`src/rtl/pc_sequencer_if.sv`:
```
// rtl/pc_sequencer_if.sv - fetch-control bundle between control unit/caches and the PC sequencer
interface pc_sequencer_if;
  logic        I_BUSYWAIT;
  logic        D_BUSYWAIT;
  logic        JUMP;
  logic        BRANCH_EQ;
  logic        BRANCH_NE;
  logic        ZERO;
  logic [7:0]  OFFSET;
  logic [31:0] PC;
  logic        IREAD;
  logic        STALL;
  logic        TAKEN;

  modport master (
    output I_BUSYWAIT, D_BUSYWAIT, JUMP, BRANCH_EQ, BRANCH_NE, ZERO, OFFSET,
    input  PC, IREAD, STALL, TAKEN
  );

  modport slave (
    input  I_BUSYWAIT, D_BUSYWAIT, JUMP, BRANCH_EQ, BRANCH_NE, ZERO, OFFSET,
    output PC, IREAD, STALL, TAKEN
  );
endinterface

```
`src/rtl/pc_sequencer.sv`:
```
// rtl/pc_sequencer.sv - program counter with branch/jump redirect and cache-stall freeze
module pc_sequencer #(
  parameter logic [31:0] RESET_PC = 32'h0000_0000
) (
  input  logic           CLK,
  input  logic           RESET,
  pc_sequencer_if.slave  bus
);

  typedef enum logic [1:0] {
    ST_BOOT = 2'd0,
    ST_RUN  = 2'd1,
    ST_HOLD = 2'd2
  } state_t;

  state_t      state_q, state_d;
  logic [31:0] pc_q, pc_d;
  logic        pend_take_q, pend_take_d;
  logic [31:0] pend_target_q, pend_target_d;

  logic [31:0] pc_plus4;
  logic [31:0] target;
  logic        take;
  logic        busy;
  logic        iread;
  logic        stall;
  logic        taken;

  // PC is frozen across a stall, so PC+4 during HOLD equals the value at capture
  assign pc_plus4 = pc_q + 32'd4;
  assign target   = pc_plus4 + {{22{bus.OFFSET[7]}}, bus.OFFSET, 2'b00};
  assign take     = bus.JUMP | (bus.BRANCH_EQ & bus.ZERO) | (bus.BRANCH_NE & ~bus.ZERO);
  assign busy     = bus.I_BUSYWAIT | bus.D_BUSYWAIT;

  always_comb begin
    state_d       = state_q;
    pc_d          = pc_q;
    pend_take_d   = pend_take_q;
    pend_target_d = pend_target_q;
    iread         = 1'b0;
    stall         = 1'b0;
    taken         = 1'b0;
    case (state_q)
      ST_BOOT: begin
        stall   = 1'b1;
        state_d = ST_RUN;
      end
      ST_RUN: begin
        iread = 1'b1;
        stall = busy;
        taken = take;
        if (!busy) begin
          pc_d = take ? target : pc_plus4;
        end else begin
          pend_take_d   = take;
          pend_target_d = target;
          state_d       = ST_HOLD;
        end
      end
      ST_HOLD: begin
        iread = 1'b1;
        stall = 1'b1;
        taken = pend_take_q;
        if (!busy) begin
          pc_d    = pend_take_q ? pend_target_q : pc_plus4;
          state_d = ST_RUN;
        end
      end
      default: begin
        state_d = ST_BOOT;
      end
    endcase
  end

  always_ff @(posedge CLK) begin
    if (RESET) begin
      state_q       <= ST_BOOT;
      pc_q          <= RESET_PC;
      pend_take_q   <= 1'b0;
      pend_target_q <= 32'd0;
    end else begin
      state_q       <= state_d;
      pc_q          <= pc_d;
      pend_take_q   <= pend_take_d;
      pend_target_q <= pend_target_d;
    end
  end

  assign bus.PC    = pc_q;
  assign bus.IREAD = iread;
  assign bus.STALL = stall;
  assign bus.TAKEN = taken;

endmodule
```
`src/flat_wrapper.sv`:
```
// flat-port wrapper written by rule: the top's interface ports become plain ports
module pc_sequencer_flat 
#(
  parameter logic [31:0] RESET_PC = 32'h0000_0000
)
  (CLK, RESET, bus_I_BUSYWAIT, bus_D_BUSYWAIT, bus_JUMP, bus_BRANCH_EQ, bus_BRANCH_NE, bus_ZERO, bus_OFFSET, bus_PC, bus_IREAD, bus_STALL, bus_TAKEN);
  pc_sequencer_if bus_i ();
  input  logic CLK;
  input  logic RESET;
  input wire logic [$bits(bus_i.I_BUSYWAIT)-1:0] bus_I_BUSYWAIT;
  input wire logic [$bits(bus_i.D_BUSYWAIT)-1:0] bus_D_BUSYWAIT;
  input wire logic [$bits(bus_i.JUMP)-1:0] bus_JUMP;
  input wire logic [$bits(bus_i.BRANCH_EQ)-1:0] bus_BRANCH_EQ;
  input wire logic [$bits(bus_i.BRANCH_NE)-1:0] bus_BRANCH_NE;
  input wire logic [$bits(bus_i.ZERO)-1:0] bus_ZERO;
  input wire logic [$bits(bus_i.OFFSET)-1:0] bus_OFFSET;
  output wire logic [$bits(bus_i.PC)-1:0] bus_PC;
  output wire logic [$bits(bus_i.IREAD)-1:0] bus_IREAD;
  output wire logic [$bits(bus_i.STALL)-1:0] bus_STALL;
  output wire logic [$bits(bus_i.TAKEN)-1:0] bus_TAKEN;
  assign bus_i.I_BUSYWAIT = bus_I_BUSYWAIT;
  assign bus_i.D_BUSYWAIT = bus_D_BUSYWAIT;
  assign bus_i.JUMP = bus_JUMP;
  assign bus_i.BRANCH_EQ = bus_BRANCH_EQ;
  assign bus_i.BRANCH_NE = bus_BRANCH_NE;
  assign bus_i.ZERO = bus_ZERO;
  assign bus_i.OFFSET = bus_OFFSET;
  assign bus_PC = bus_i.PC;
  assign bus_IREAD = bus_i.IREAD;
  assign bus_STALL = bus_i.STALL;
  assign bus_TAKEN = bus_i.TAKEN;
  pc_sequencer #(.RESET_PC(RESET_PC)) u_core (.CLK(CLK), .RESET(RESET), .bus(bus_i));
endmodule
```
`config.mk`:
```
export PLATFORM = sky130hd
export DESIGN_NAME = pc_sequencer_flat
export DESIGN_NICKNAME = d
export VERILOG_FILES = /design/src/rtl/pc_sequencer_if.sv /design/src/rtl/pc_sequencer.sv /design/src/flat_wrapper.sv
export SDC_FILE = /design/constraint.sdc
export NUM_CORES = 1
export LEC_CHECK = 0
export CORE_UTILIZATION = 28
export CTS_CLUSTER_DIAMETER = 120
export DETAILED_ROUTE_END_ITERATION = 8
export SETUP_SLACK_MARGIN = 0.15
export SLEW_MARGIN = 10
export SYNTH_ARGS = -nofsm -noshare
export SYNTH_HDL_FRONTEND = slang
export SYNTH_SLANG_ARGS = --single-unit
```
`constraint.sdc`:
```
create_clock -name CLK -period 8.19 [get_ports CLK]
set_clock_uncertainty 0.2 [all_clocks]
set_input_delay 2.457 -clock CLK [delete_from_list [all_inputs] [get_ports CLK]]
set_output_delay 2.457 -clock CLK [all_outputs]
set_load 0.005 [all_outputs]
```
; Word-level counts from Yosys, hierarchy flattened
; Index checks and enable logic that the tools add are counted.
[totals]
reg_bits = 67
inputBits = 16
word_cells = 35
[classes]
addsub = 2
n_eq_ne = 5
n_mux = 11
bitwise = 6
n_reduce_logical = 7
[op_table]
columns = cell, n
row1 = $mux W32, 4
row2 = $pmux W32 S2, 1
row3 = $add A32 B3 Y32 const B, 1
row4 = $add A32 B32 Y32, 1
row5 = $pmux W2 S3, 1
row6 = $mux W2, 2
row7 = $ne A2 B2 Y1 const B, 2
row8 = $pmux W1 S2, 2
row9 = $reduce_and A2 Y1, 2
row10 = $reduce_or A2 Y1, 2
row11 = $or A1 B1 Y1, 3
row12 = $reduce_and A3 Y1, 1
row13 = $and A1 B1 Y1, 2
row14 = $eq A2 B1 Y1 const B, 1
row15 = $eq A2 B2 Y1 const B, 1
row16 = $logic_not A2 Y1, 1
row17 = $ne A2 B1 Y1 const B, 1
row18 = $reduce_bool A2 Y1, 1
row19 = $mux W1, 1
row20 = $not A1 Y1, 1

; Longest topological paths before layout
[depth]
word_depth = 6
depth_mapped = 15
depth_no_buf = 14

; Worst setup path before layout
; Ideal clock, no wire load.
[synth_timing]
path_type = in2out
start = input bus_BRANCH_NE
end = output bus_TAKEN
arrival_time_ps = 3554
t_required_ps = 5533
setup_slack_ps = 1979
cell_stages = 5
path_buffers = 1
cell_sequence = nor2b_1 a211oi_1 clkbuf_1 o21ai_0 and2_1
[synth_via]
elab_chain_cells = 3
[synth_rtl]
columns = item, line
row1 = "start, declared", flat_wrapper.sv:14  ; input wire logic [$bits(bus_i.BRANCH_NE)-1:0] bus_BRANCH_NE;
row2 = $and A1 B1 Y1, pc_sequencer.sv:32  ; assign take = bus.JUMP | (bus.BRANCH_EQ & bus.ZERO) | (bus.BRANCH_NE & ~bus.ZERO);
row3 = $or A1 B1 Y1, pc_sequencer.sv:32
row4 = $pmux W1 S2, pc_sequencer.sv:43  ; case (state_q)
row5 = "end, declared", flat_wrapper.sv:20  ; output wire logic [$bits(bus_i.TAKEN)-1:0] bus_TAKEN;
; No other way between the ends.

; Worst setup path in the final report
[layout_timing]
start = input bus_ZERO
end = output bus_TAKEN
[layout_via]
elab_chain_cells = 4
elab_cells_between_ends = 6
cone_classes = mux: 1 / bitwise: 5
[layout_rtl]
columns = item, line
row1 = "start, declared", flat_wrapper.sv:15  ; input wire logic [$bits(bus_i.ZERO)-1:0] bus_ZERO;
row2 = $and A1 B1 Y1 / $not A1 Y1 (equally long branches), pc_sequencer.sv:32
row3 = $or A1 B1 Y1 / $and A1 B1 Y1 (equally long branches), pc_sequencer.sv:32
row4 = $or A1 B1 Y1 *, pc_sequencer.sv:32
row5 = $pmux W1 S2 *, pc_sequencer.sv:43
; Mark *: on every way between the ends. The rest lies on a longest branch, timed or not.

==> results.tsv <==
stage	metric	value	unit
run_status	status	finished clean	
logic_synthesis	Seq cells post-synth	67	
drt	Wirelength per Cell	17.8	um
timing	hold_ws	0.251	ns
clock_tree	clk slew on worst S/H paths	0.06	ns
floorplan	die height	144	um
drt	Vias	5681	
clock_tree	CTS root buf	clkbuf_16	
logic_synthesis	asr flop ratio synth	0	
timing	max-slew violation count	0	
setup_path	WP buf/inv	3	
placed_design	routability cong.	0.890	
setup_path	Critical Path RT	5.53	ns
logic_synthesis	Mapped Cells	745	
clock_tree	CTS buffer count	9	
grt	number of global-route vias before repair	5365	
layout	n_diodes	0	
setup_path	slowest cell delay on critical path	0.51	ns
logic_synthesis	largest family of logic cells by synthesized area	compound AO/OA/AOI/OAI gates	
drt	vias per inst	5.45	
drt	drc violations	0	
clock_tree	CTS tree	done	
timing	RSZ-0062 raised after global routing	false	
timing	Max-slew headroom	0.208	
logic_synthesis	ys flop type	dfxtp_1	
logic_synthesis	XOR/XNOR Fraction of Synth Area	0.0755	
floorplan	core area	0.0196	mm2
clock_tree	H-tree depth	3	
layout	Layout Nets	830	
layout	synthesis-to-layout area growth	18.1	%
logic_synthesis	cell taking the most area after synthesis	dfxtp_1	
logic_synthesis	mux cell area share after synthesis	0.0509	
floorplan	Initial Utilization	0.288	
setup_path	slowest CP cell	clkdlybuf4s50_1	
flow_run	maxcap violations	0	
pwr	VDD IR max	0.117	mV
setup_path	crit-path most repeated cell	clkdlybuf4s50_1	
placed_design	hpwl dp	12700	um
clock_tree	clock sinks	67	
setup_path	CP endpoint kind	output port	
timing	Max Freq	147	MHz
drt	ANT nets after route	0	
setup_path	Crit Path Class	in -> out	
timing	worst-margin pin slew	1.18	ns
logic_synthesis	simple-gate share of the synthesized area	0.229	
min_path	hold crit path type	reg -> reg	
clock_tree	hold_buf cts	0	
floorplan	IO Count	51	
timing	final setup fails	0	
grt	first-pass GRT wire length	29400	um
logic_synthesis	Synth cell types	68	
drt	final WL	18600	um
logic_synthesis	Post-Synth Adder-Cell Area	0.0946	
timing	Hold Vio Cnt, Final	0	
timing	sum of negative setup slack	0	ns
setup_path	CP cell instances	clkdlybuf4s50_1 > nor2b_1 > a211oi_2 > buf_4 > o21ai_0 > and2_1 > clkdlybuf4s50_1	
grt	largest net degree at the start of global routing	57	
grt	GR Util All Layers	0.186	
setup_path	crit-path leading delay family	buffers and inverters	
clock_tree	cts repair resizes	0	
setup_path	Arr. time, crit path	4.14	ns
floorplan	area of the die	0.0207	mm2
clock_tree	worst skew pair latency	0.34	ns
layout	layout cell share with drive strength beyond 1	0.0618	
logic_synthesis	cell area after synthesis	0.00563	mm2
placed_design	PortBufs	50	
layout	commonest non-fill, non-tap cells in the layout	99 x nand2_1, 73 x a21oi_1, 67 x dfxtp_1	
timing	Tcrit/Tclk final	0.830	
setup_path	crit path launch type	input port	
drt	Pre-Repair DR Iteration Count	5	
logic_synthesis	main area contributors after synthesis	dfxtp_1 24%, ha_1 9.1%, nand2_1 6.6%, a21oi_1 6.5%, xnor2_1 4.8%	
clock_tree	postcts setup bufs	0	
logic_synthesis	Yosys Warn Count	0	
layout	most common library cell in the layout ignoring fill and taps	nand2_1	
floorplan	die width	144	um
logic_synthesis	post-synth net total	803	
logic_synthesis	Compound-Gate Fraction of Synth Area	0.270	
grt	antenna violations before repair	0	
logic_synthesis	syn avg cell area	7.56	um2
floorplan	row count	51	
logic_synthesis	post-synthesis sequential area ratio	0.238	
logic_synthesis	Synth top area share	0.238	
setup_path	Critical Path Fanout Max	17	
grt	grt ovf	0	
clock_tree	CTS Buffer Depth	2	
logic_synthesis	number of flops mapped to enable cells by yosys	0	
timing	fin crit period	6.80	ns
pwr	P per Cell Area	273	mW/mm2
pwr	Leak	2.67	nW
drt	1st-iter DRT viols	373	
## cells by family (layout without fill, tap and decap cells)
logic type,count (synthesis),count (layout)
buffers and inverters,57,89
AND/OR/NAND/NOR,274,274
AO/OA/AOI/OAI,230,230
multiplexers,28,28
flip-flops,67,67
XOR/XNOR,47,47
adder cells (fa/ha/maj),42,42
## stage by stage
step	utilization	power, mW	std cells	setup WS, ns	instance area [um2]
floorplan	-	1.12	745	1.98	5630
global route	0.340	1.95	1042	1.29	6650
finish	0.340	1.81	1042	1.39	6650
global placement	0.325	1.41	1026	1.39	6360
detailed placement	0.325	1.42	1026	1.38	6360
CTS	0.340	1.81	1042	1.38	6650
## cells in the mapped netlist (all sizes together), types with 5 or more instances
cell / number
a21oi: 74
nor2: 64
nand2: 99
buf: 9
mux2: 5
o31ai: 5
xor2: 15
and4: 7
nand4: 12
mux2i: 23
and3: 5
nor4: 7
a31oi: 6
a21o: 14
and2: 11
o21a: 9
a32o: 5
xnor2: 31
a31o: 5
dfxtp: 67
a211oi: 24
ha: 41
a211o: 6
o211ai: 5
nand2b: 7
clkbuf: 31
inv: 16
or3: 5
nand3: 23
nor3: 23
o21ai: 41
## flip-flops by register name (all words and copies together), names as in the netlist
name and cells:
u_core.bus.PC 32, u_core.pend_take_q 1, u_core.pend_target_q 32, u_core.state_q 2
## path summary, 6_finish.rpt
check / cells after the start / endpoint / slack [ns] / startpoint
worst max-delay path: 7 / bus_TAKEN / 1.39 / bus_ZERO
worst min-delay path: 2 / u_core.pend_target_q[21] / 0.25 / u_core.pend_target_q[21]
worst max register to register: 13 / u_core.bus.PC[27] / 3.49 / u_core.bus.PC[4]
worst min register to register: 2 / u_core.pend_target_q[21] / 0.25 / u_core.pend_target_q[21]
## worst register-to-register path, delay by kind of cell (launching register included)
family                     cells  cell delay (ns)
and+or+nand+nor                5             1.71
adders and majority gates      1             0.36
AOI/OAI and AO/OA              6             1.49
DFF                            1             0.48
xor gates and xnor gates       1             0.39
## where the power goes
group / internal, mW / switching [mW]
combinational: 0.404 / 0.536
sequential: 0.399 / 0.0919
clock: 0.230 / 0.153
total: 1.03 / 0.780
## final cells by class
cell class                      count  area [um2]
Fill cell                        2100       12900
Multi-Input combinational cell    621        4080
Sequential cell                    67        1340
Timing Repair Buffer               56         541
Tap cell                          265         332
Clock buffer                       13         270
Inverter                           17        63.8
Clock inverter                      3        21.3
## metal layers
metal | wire length (um) | global-route usage | vias to the layer above
li1 | - | - | 2785
met1 | 8920 | 0.253 | 2660
met2 | 8120 | 0.293 | 210
met3 | 1180 | 0.0400 | 26
met4 | 361 | 0.0487 | 0
met5 | 0 | 0 | -
Note: power is estimated with default switching activity, not from simulation.
